==> src/rtl/pipeline_hazard_ctrl.sv <==
// Stall/flush sequencer for the four pipeline stage registers and the PC.
// Optional performance counters are built only when HAZARD_PERF_CNT_EN is defined.
module pipeline_hazard_ctrl #(
  parameter int REG_ADDR_WIDTH = 5,
  parameter int WAIT_CNT_WIDTH = 8,
  parameter int MEM_TIMEOUT    = 200
) (
  input  logic                      clk,
  input  logic                      rst,
  input  logic [REG_ADDR_WIDTH-1:0] dec_rs_addr,
  input  logic [REG_ADDR_WIDTH-1:0] dec_rt_addr,
  input  logic                      dec_rs_used,
  input  logic                      dec_rt_used,
  input  logic                      exec_mem_enable,
  input  logic                      exec_mem_rw,
  input  logic                      exec_wb_reg,
  input  logic [REG_ADDR_WIDTH-1:0] exec_write_addr,
  input  logic                      exec_branch_taken,
  input  logic                      free_list_empty,
  input  logic                      mem_req,
  input  logic                      mem_ready,
  output logic                      pc_stall,
  output logic                      pc_redirect,
  output logic                      stall_f2d,
  output logic                      flush_f2d,
  output logic                      stall_d2e,
  output logic                      flush_d2e,
  output logic                      stall_e2m,
  output logic                      flush_e2m,
  output logic                      stall_m2w,
  output logic                      flush_m2w,
  output logic                      mem_timeout,
  output logic [31:0]               perf_stall_cycles,
  output logic [31:0]               perf_flush_count
);

  typedef enum logic [1:0] {ST_RUN, ST_MEM_WAIT, ST_REDIRECT} state_t;

  localparam logic [WAIT_CNT_WIDTH-1:0] TIMEOUT_CNT = WAIT_CNT_WIDTH'(MEM_TIMEOUT);

  state_t                    state_reg, state_next;
  logic                      redirect_pending_reg, redirect_pending_next;
  logic [WAIT_CNT_WIDTH-1:0] wait_cnt_reg, wait_cnt_next;
  logic                      mem_timeout_reg;

  logic mem_wait, rs_match, rt_match, load_use, squash_f2d;

  assign mem_wait = mem_req && !mem_ready;
  assign rs_match = dec_rs_used && (dec_rs_addr == exec_write_addr);
  assign rt_match = dec_rt_used && (dec_rt_addr == exec_write_addr);
  // r0 is hardwired zero, so a load targeting it never creates a dependency
  assign load_use = exec_mem_enable && !exec_mem_rw && exec_wb_reg &&
                    (exec_write_addr != '0) && (rs_match || rt_match);

  always_comb begin
    pc_stall              = 1'b0;
    pc_redirect           = 1'b0;
    stall_f2d             = 1'b0;
    flush_f2d             = 1'b0;
    stall_d2e             = 1'b0;
    flush_d2e             = 1'b0;
    stall_e2m             = 1'b0;
    flush_e2m             = 1'b0;
    stall_m2w             = 1'b0;
    flush_m2w             = 1'b0;
    squash_f2d            = 1'b0;
    state_next            = state_reg;
    redirect_pending_next = redirect_pending_reg;
    wait_cnt_next         = '0;

    if (rst) begin
      flush_f2d = 1'b1;
      flush_d2e = 1'b1;
      flush_e2m = 1'b1;
      flush_m2w = 1'b1;
    end else if (mem_wait) begin
      // Branch in execute is held, not acted on, until memory completes
      pc_stall   = 1'b1;
      stall_f2d  = 1'b1;
      stall_d2e  = 1'b1;
      stall_e2m  = 1'b1;
      flush_m2w  = 1'b1;
      state_next = ST_MEM_WAIT;
      if (state_reg == ST_REDIRECT) redirect_pending_next = 1'b1;
      wait_cnt_next = (wait_cnt_reg == '1) ? wait_cnt_reg : wait_cnt_reg + 1'b1;
    end else begin
      // Squash the wrong-path fetch left over from a redirect
      squash_f2d = (state_reg == ST_REDIRECT) ||
                   ((state_reg == ST_MEM_WAIT) && redirect_pending_reg);
      flush_f2d             = squash_f2d;
      redirect_pending_next = 1'b0;
      state_next            = ST_RUN;
      if (exec_branch_taken) begin
        pc_redirect = 1'b1;
        flush_f2d   = 1'b1;
        flush_d2e   = 1'b1;
        state_next  = ST_REDIRECT;
      end else if (load_use || free_list_empty) begin
        pc_stall  = 1'b1;
        stall_f2d = !squash_f2d;
        flush_d2e = 1'b1;
      end
    end
  end

  always_ff @(posedge clk) begin
    if (rst) begin
      state_reg            <= ST_RUN;
      redirect_pending_reg <= 1'b0;
      wait_cnt_reg         <= '0;
      mem_timeout_reg      <= 1'b0;
    end else begin
      state_reg            <= state_next;
      redirect_pending_reg <= redirect_pending_next;
      wait_cnt_reg         <= wait_cnt_next;
      if (mem_wait && (wait_cnt_next == TIMEOUT_CNT)) mem_timeout_reg <= 1'b1;
    end
  end

  assign mem_timeout = mem_timeout_reg;

`ifdef HAZARD_PERF_CNT_EN
  logic [31:0] perf_stall_reg, perf_flush_reg;

  always_ff @(posedge clk) begin
    if (rst) begin
      perf_stall_reg <= '0;
      perf_flush_reg <= '0;
    end else begin
      if (pc_stall && (perf_stall_reg != '1))    perf_stall_reg <= perf_stall_reg + 1'b1;
      if (pc_redirect && (perf_flush_reg != '1)) perf_flush_reg <= perf_flush_reg + 1'b1;
    end
  end

  assign perf_stall_cycles = perf_stall_reg;
  assign perf_flush_count  = perf_flush_reg;
`else
  assign perf_stall_cycles = '0;
  assign perf_flush_count  = '0;
`endif

endmodule

==> config.mk <==
export PLATFORM = sky130hd
export DESIGN_NAME = pipeline_hazard_ctrl
export DESIGN_NICKNAME = d
export VERILOG_FILES = /design/src/rtl/pipeline_hazard_ctrl.sv
export SDC_FILE = /design/constraint.sdc
export NUM_CORES = 1
export LEC_CHECK = 0
export ABC_AREA = 0
export BUFFER_PORTS_ARGS = -buffer_cell sky130_fd_sc_hd__buf_2
export CAP_MARGIN = 20
export CORE_ASPECT_RATIO = 1.75
export CORE_MARGIN = 2
export CORE_UTILIZATION = 35
export CTS_CLUSTER_DIAMETER = 40
export DETAILED_ROUTE_END_ITERATION = 16
export PLACE_DENSITY_LB_ADDON = 0.3
export RECOVER_POWER = 50
export SYNTH_ARGS = -nofsm -noshare
export SYNTH_HDL_FRONTEND = slang
export SYNTH_SLANG_ARGS = --single-unit
==> constraint.sdc <==
create_clock -name clk -period 1.35 [get_ports clk]
set_input_delay 0.27 -clock clk [delete_from_list [all_inputs] [get_ports clk]]
set_output_delay 0.27 -clock clk [all_outputs]
set_load 0.05 [all_outputs]
==> metrics.txt <==
# TYPE chip_impl_metric gauge
chip_impl_metric{name="finalMaxSlewViolations",unit=""} 0
chip_impl_metric{name="grt_start_max_net_pins",unit=""} 7
chip_impl_metric{name="avgRoutedWirePerCell",unit="um"} 9.44
chip_impl_metric{name="vias_per_cell",unit=""} 4.01
chip_impl_metric{name="power_leakage",unit="nW"} 0.824
chip_impl_metric{name="m1_wl",unit="um"} 756
chip_impl_metric{name="synthesis.area",unit="sq um"} 1250
chip_impl_metric{name="drcViolationCount",unit=""} 0
chip_impl_metric{name="seq_area_frac_synth",unit="%"} 19.2
chip_impl_metric{name="synth.mux.area_fraction",unit="%"} 0.802
chip_impl_metric{name="cts.path.max_buffers",unit=""} 2
chip_impl_info{name="worst_path_max_delay_cell",value="sky130_fd_sc_hd__o31ai_4"} 1
chip_impl_metric{name="global_route.usage.total",unit="%"} 12.3
chip_impl_metric{name="synth_compound_gate_area_share",unit="%"} 10.7
chip_impl_metric{name="initial_utilization",unit="%"} 36.7
chip_impl_metric{name="drive_gt1_share",unit="%"} 42.2
chip_impl_metric{name="crit_path_dat",unit="ps"} 1390
chip_impl_metric{name="placeableCoreArea",unit="sq um"} 3400
chip_impl_info{name="run_status",value="complete, but fails checks"} 1
chip_impl_metric{name="grt_pass1_wl",unit="um"} 3900
chip_impl_metric{name="largest_register_ffs",unit=""} 8
chip_impl_metric{name="ir_drop",unit="mV"} 0.700
chip_impl_metric{name="synth_xor_xnor_area_share",unit="%"} 8.42
chip_impl_metric{name="place.port_buffers",unit=""} 35
chip_impl_info{name="critical_path.reg2reg.startpoint",value="wait_cnt_reg[0]"} 1
chip_impl_info{name="tritoncts",value="built"} 1
chip_impl_metric{name="worst_r2r_path_depth",unit=""} 6
chip_impl_metric{name="post-dp-hpwl",unit="um"} 1920
chip_impl_metric{name="initialDrtViolationCount",unit=""} 11
chip_impl_metric{name="grt-ovfl-total",unit=""} 0
chip_impl_metric{name="dp_worst_setup_slack",unit="ps"} -482
chip_impl_metric{name="max_stage_delay",unit="ps"} 240
chip_impl_metric{name="finish.cell_count_without_fillers",unit=""} 256
chip_impl_info{name="synth_common_cells",value="sky130_fd_sc_hd__buf_4, sky130_fd_sc_hd__dfxtp_1, sky130_fd_sc_hd__xnor2_1"} 1
chip_impl_metric{name="synth_simple_gate_area_share",unit="%"} 15.6
chip_impl_metric{name="first_global_vias",unit=""} 931
chip_impl_info{name="setup.worst_path.end_class",value="output pin"} 1
chip_impl_info{name="post_synth_main_area_contributors",value="sky130_fd_sc_hd__buf_4, sky130_fd_sc_hd__dfxtp_1, sky130_fd_sc_hd__xnor2_1"} 1
chip_impl_info{name="synth_flop_cell",value="sky130_fd_sc_hd__dfxtp_1"} 1
chip_impl_info{name="worstHoldEndpoint",value="mem_timeout"} 1
chip_impl_metric{name="number_of_filler_cells_placed_in_the_layout",unit=""} 340
chip_impl_metric{name="cap_viol_max_count",unit=""} 0
chip_impl_metric{name="multi_input_area",unit="sq um"} 878
chip_impl_metric{name="cts_hold_buffers",unit=""} 0
chip_impl_metric{name="worst_skew_pair.late_latency",unit="ps"} 240
chip_impl_metric{name="tritoncts.num_buffers",unit=""} 3
chip_impl_metric{name="setup-violations-final",unit=""} 6
chip_impl_metric{name="die_h",unit="um"} 83.0
chip_impl_metric{name="std_cell_rows",unit=""} 28
chip_impl_metric{name="dr_total_vias",unit=""} 1027
chip_impl_info{name="top_signal_layer_used",value="met4"} 1
chip_impl_metric{name="synth_fa_ha_area_share",unit="%"} 1.00
chip_impl_info{name="setup_repair_after_global_routing_missed_its_margin",value="true"} 1
chip_impl_metric{name="nets",unit=""} 240
chip_impl_info{name="synth_top_family_by_area",value="buffers and inverters"} 1
chip_impl_metric{name="cellPowerDensity",unit="nW/um^2"} 813
chip_impl_metric{name="critical_path_peak_fanout",unit=""} 3
chip_impl_metric{name="seq_area",unit="sq um"} 249
chip_impl_metric{name="antenna_violating_nets_post_route",unit=""} 0
chip_impl_info{name="cp_cell_sequence",value="buf_8, xnor2_2, nand4_1, o22ai_2, a21oi_4, o31ai_4, buf_6"} 1
chip_impl_metric{name="min_delay_path_depth",unit=""} 3
chip_impl_metric{name="fp.dieW",unit="um"} 49.2
chip_impl_metric{name="clkSlewWorstSetupHoldPaths",unit="ps"} 50
chip_impl_metric{name="synth_enable_flop_cells",unit=""} 0
chip_impl_metric{name="top_level_ports",unit=""} 101
chip_impl_metric{name="wl_met3",unit="um"} 211
chip_impl_info{name="setup.worst_path.start_class",value="input port"} 1
chip_impl_info{name="violations",value="negative setup slack"} 1
chip_impl_metric{name="layout_worst_path_cycle_share",unit="%"} 123
chip_impl_info{name="clockRootBuffer",value="sky130_fd_sc_hd__clkbuf_8"} 1
chip_impl_metric{name="wl_met2",unit="um"} 1340
chip_impl_info{name="worst_hold_path_type",value="input port to flop"} 1
chip_impl_info{name="synth.largest_area_cell",value="sky130_fd_sc_hd__buf_4"} 1
chip_impl_metric{name="max_clock_freq",unit="MHz"} 603
chip_impl_info{name="synth.most_common_cell",value="sky130_fd_sc_hd__buf_4"} 1
chip_impl_metric{name="synth.top_cell.area_share",unit="%"} 40.9
chip_impl_metric{name="avgSynthCellArea",unit="sq um"} 7.90
chip_impl_metric{name="area_growth",unit="%"} 36.6
chip_impl_metric{name="skew",unit="ps"} 1.68
chip_impl_metric{name="drt_pass1_iterations",unit=""} 2
chip_impl_metric{name="worst-r2r-setup-slack",unit="ps"} 80
chip_impl_metric{name="htree_num_levels",unit=""} 1
chip_impl_metric{name="postSynth.asyncResetShare",unit="%"} 0
chip_impl_info{name="worstSetupPathType",value="input port to output pin"} 1
chip_impl_metric{name="gpl.final_weighted_congestion",unit=""} 0.761
chip_impl_metric{name="fp.dieArea",unit="sq um"} 4080
chip_impl_metric{name="hold_violations",unit=""} 0
chip_impl_metric{name="ys_types",unit=""} 33
chip_impl_metric{name="finalCoreUtilization",unit="%"} 50.2
chip_impl_metric{name="synth.ff_latch_count",unit=""} 12
chip_impl_metric{name="min_period",unit="ps"} 1660
chip_impl_metric{name="finalSetupTns",unit="ps"} -995
chip_impl_metric{name="dp_cells",unit=""} 248
chip_impl_metric{name="cts_sinks",unit=""} 12
chip_impl_info{name="worst_r2r_endpoint",value="wait_cnt_reg[6]"} 1
chip_impl_info{name="hold_path_startpoint",value="rst"} 1
chip_impl_metric{name="critical_path_required",unit="ps"} 1080
chip_impl_metric{name="initial_antenna_violation_count",unit=""} 0
chip_impl_metric{name="syn_inst",unit=""} 158
chip_impl_metric{name="antennaDiodeCount",unit=""} 0
chip_impl_metric{name="setup_ws_final",unit="ps"} -309
chip_impl_metric{name="synth-warning-count",unit=""} 0
chip_impl_metric{name="drt_wl_total",unit="um"} 2420
[layer usage]
metal,GRT usage (%),vias up
met5,0,-
met1,11.2,454
met3,1.98,8
met2,23.0,69
met4,9.35,0
li1,-,496
[repair_timing]
action | 4_1_cts | 5_1_grt
setup buffers | 3 | 2
pin swaps | 16 | 5
endpoints found under the setup margin | 10 | 10
gates resized for setup | 46 | 16
[placed cells by master (no fill, tap or decap), types with 4 or more instances in the layout]
master | synthesis | final
sky130_fd_sc_hd__dfxtp_1 | 12 | 7
sky130_fd_sc_hd__nand2_1 | 6 | 6
sky130_fd_sc_hd__inv_1 | 7 | 6
sky130_fd_sc_hd__dfxtp_2 | 0 | 4
sky130_fd_sc_hd__nand4_1 | 4 | 4
sky130_fd_sc_hd__buf_4 | 68 | 16
sky130_fd_sc_hd__buf_6 | 1 | 17
sky130_fd_sc_hd__xnor2_2 | 0 | 8
sky130_fd_sc_hd__nor2_1 | 8 | 7
sky130_fd_sc_hd__buf_2 | 0 | 15
sky130_fd_sc_hd__conb_1 | 1 | 65
sky130_fd_sc_hd__a31oi_1 | 5 | 4
[cell families after synthesis]
kind of cell,Yosys count
adders and majority gates,1
DFF,12
AOI/OAI and AO/OA,22
other,1
buffers and inverters,76
muxes,1
xor gates and xnor gates,12
and+or+nand+nor,33
[report_power, final]
group	switching (W)	total, W	internal, W	leakage, nW
combinational	0.000543	0.000698	0.000155	0.703
sequential	0.00000370	0.000362	0.000359	0.100
clock	0.000129	0.000325	0.000196	0.0216
[worst max path at each step]
stage	startpoint	end	slack [ps]	depth (start not counted)
floorplan	mem_ready	stall_f2d	-520	6
global placement	exec_write_addr[4]	pc_stall	-430	7
detailed placement	exec_write_addr[4]	pc_stall	-480	7
CTS	dec_rt_addr[0]	pc_stall	-310	7
global route	dec_rt_addr[0]	pc_stall	-370	7
finish	exec_write_addr[3]	pc_stall	-310	7
[critical path: cells and delay by family]
family,cells,cell delay [ps]
AOI/OAI and AO/OA,3,540
buffers and inverters,2,300
xor gates and xnor gates,1,150
and+or+nand+nor,1,120
[final cells by class]
class                      instances  area share (%)
multi-input combinational        134            51.5
timing repair buffer              55            26.6
sequential                        12            14.6
tap                               45            3.30
clock buffer                       3            2.42
inverter                           7            1.61
[stage by stage]
step | power [W] | cell area [sq um] | hold slack [ps]
finish | 0.00139 | 1710 | 425
global route | 0.00144 | 1710 | 460
CTS | 0.00139 | 1640 | 412
detailed placement | 0.000982 | 1370 | 435
global placement | 0.000981 | 1370 | 442
floorplan | 0.00105 | 1540 | 374
No activity file was read; power rests on OpenSTA's default activity.
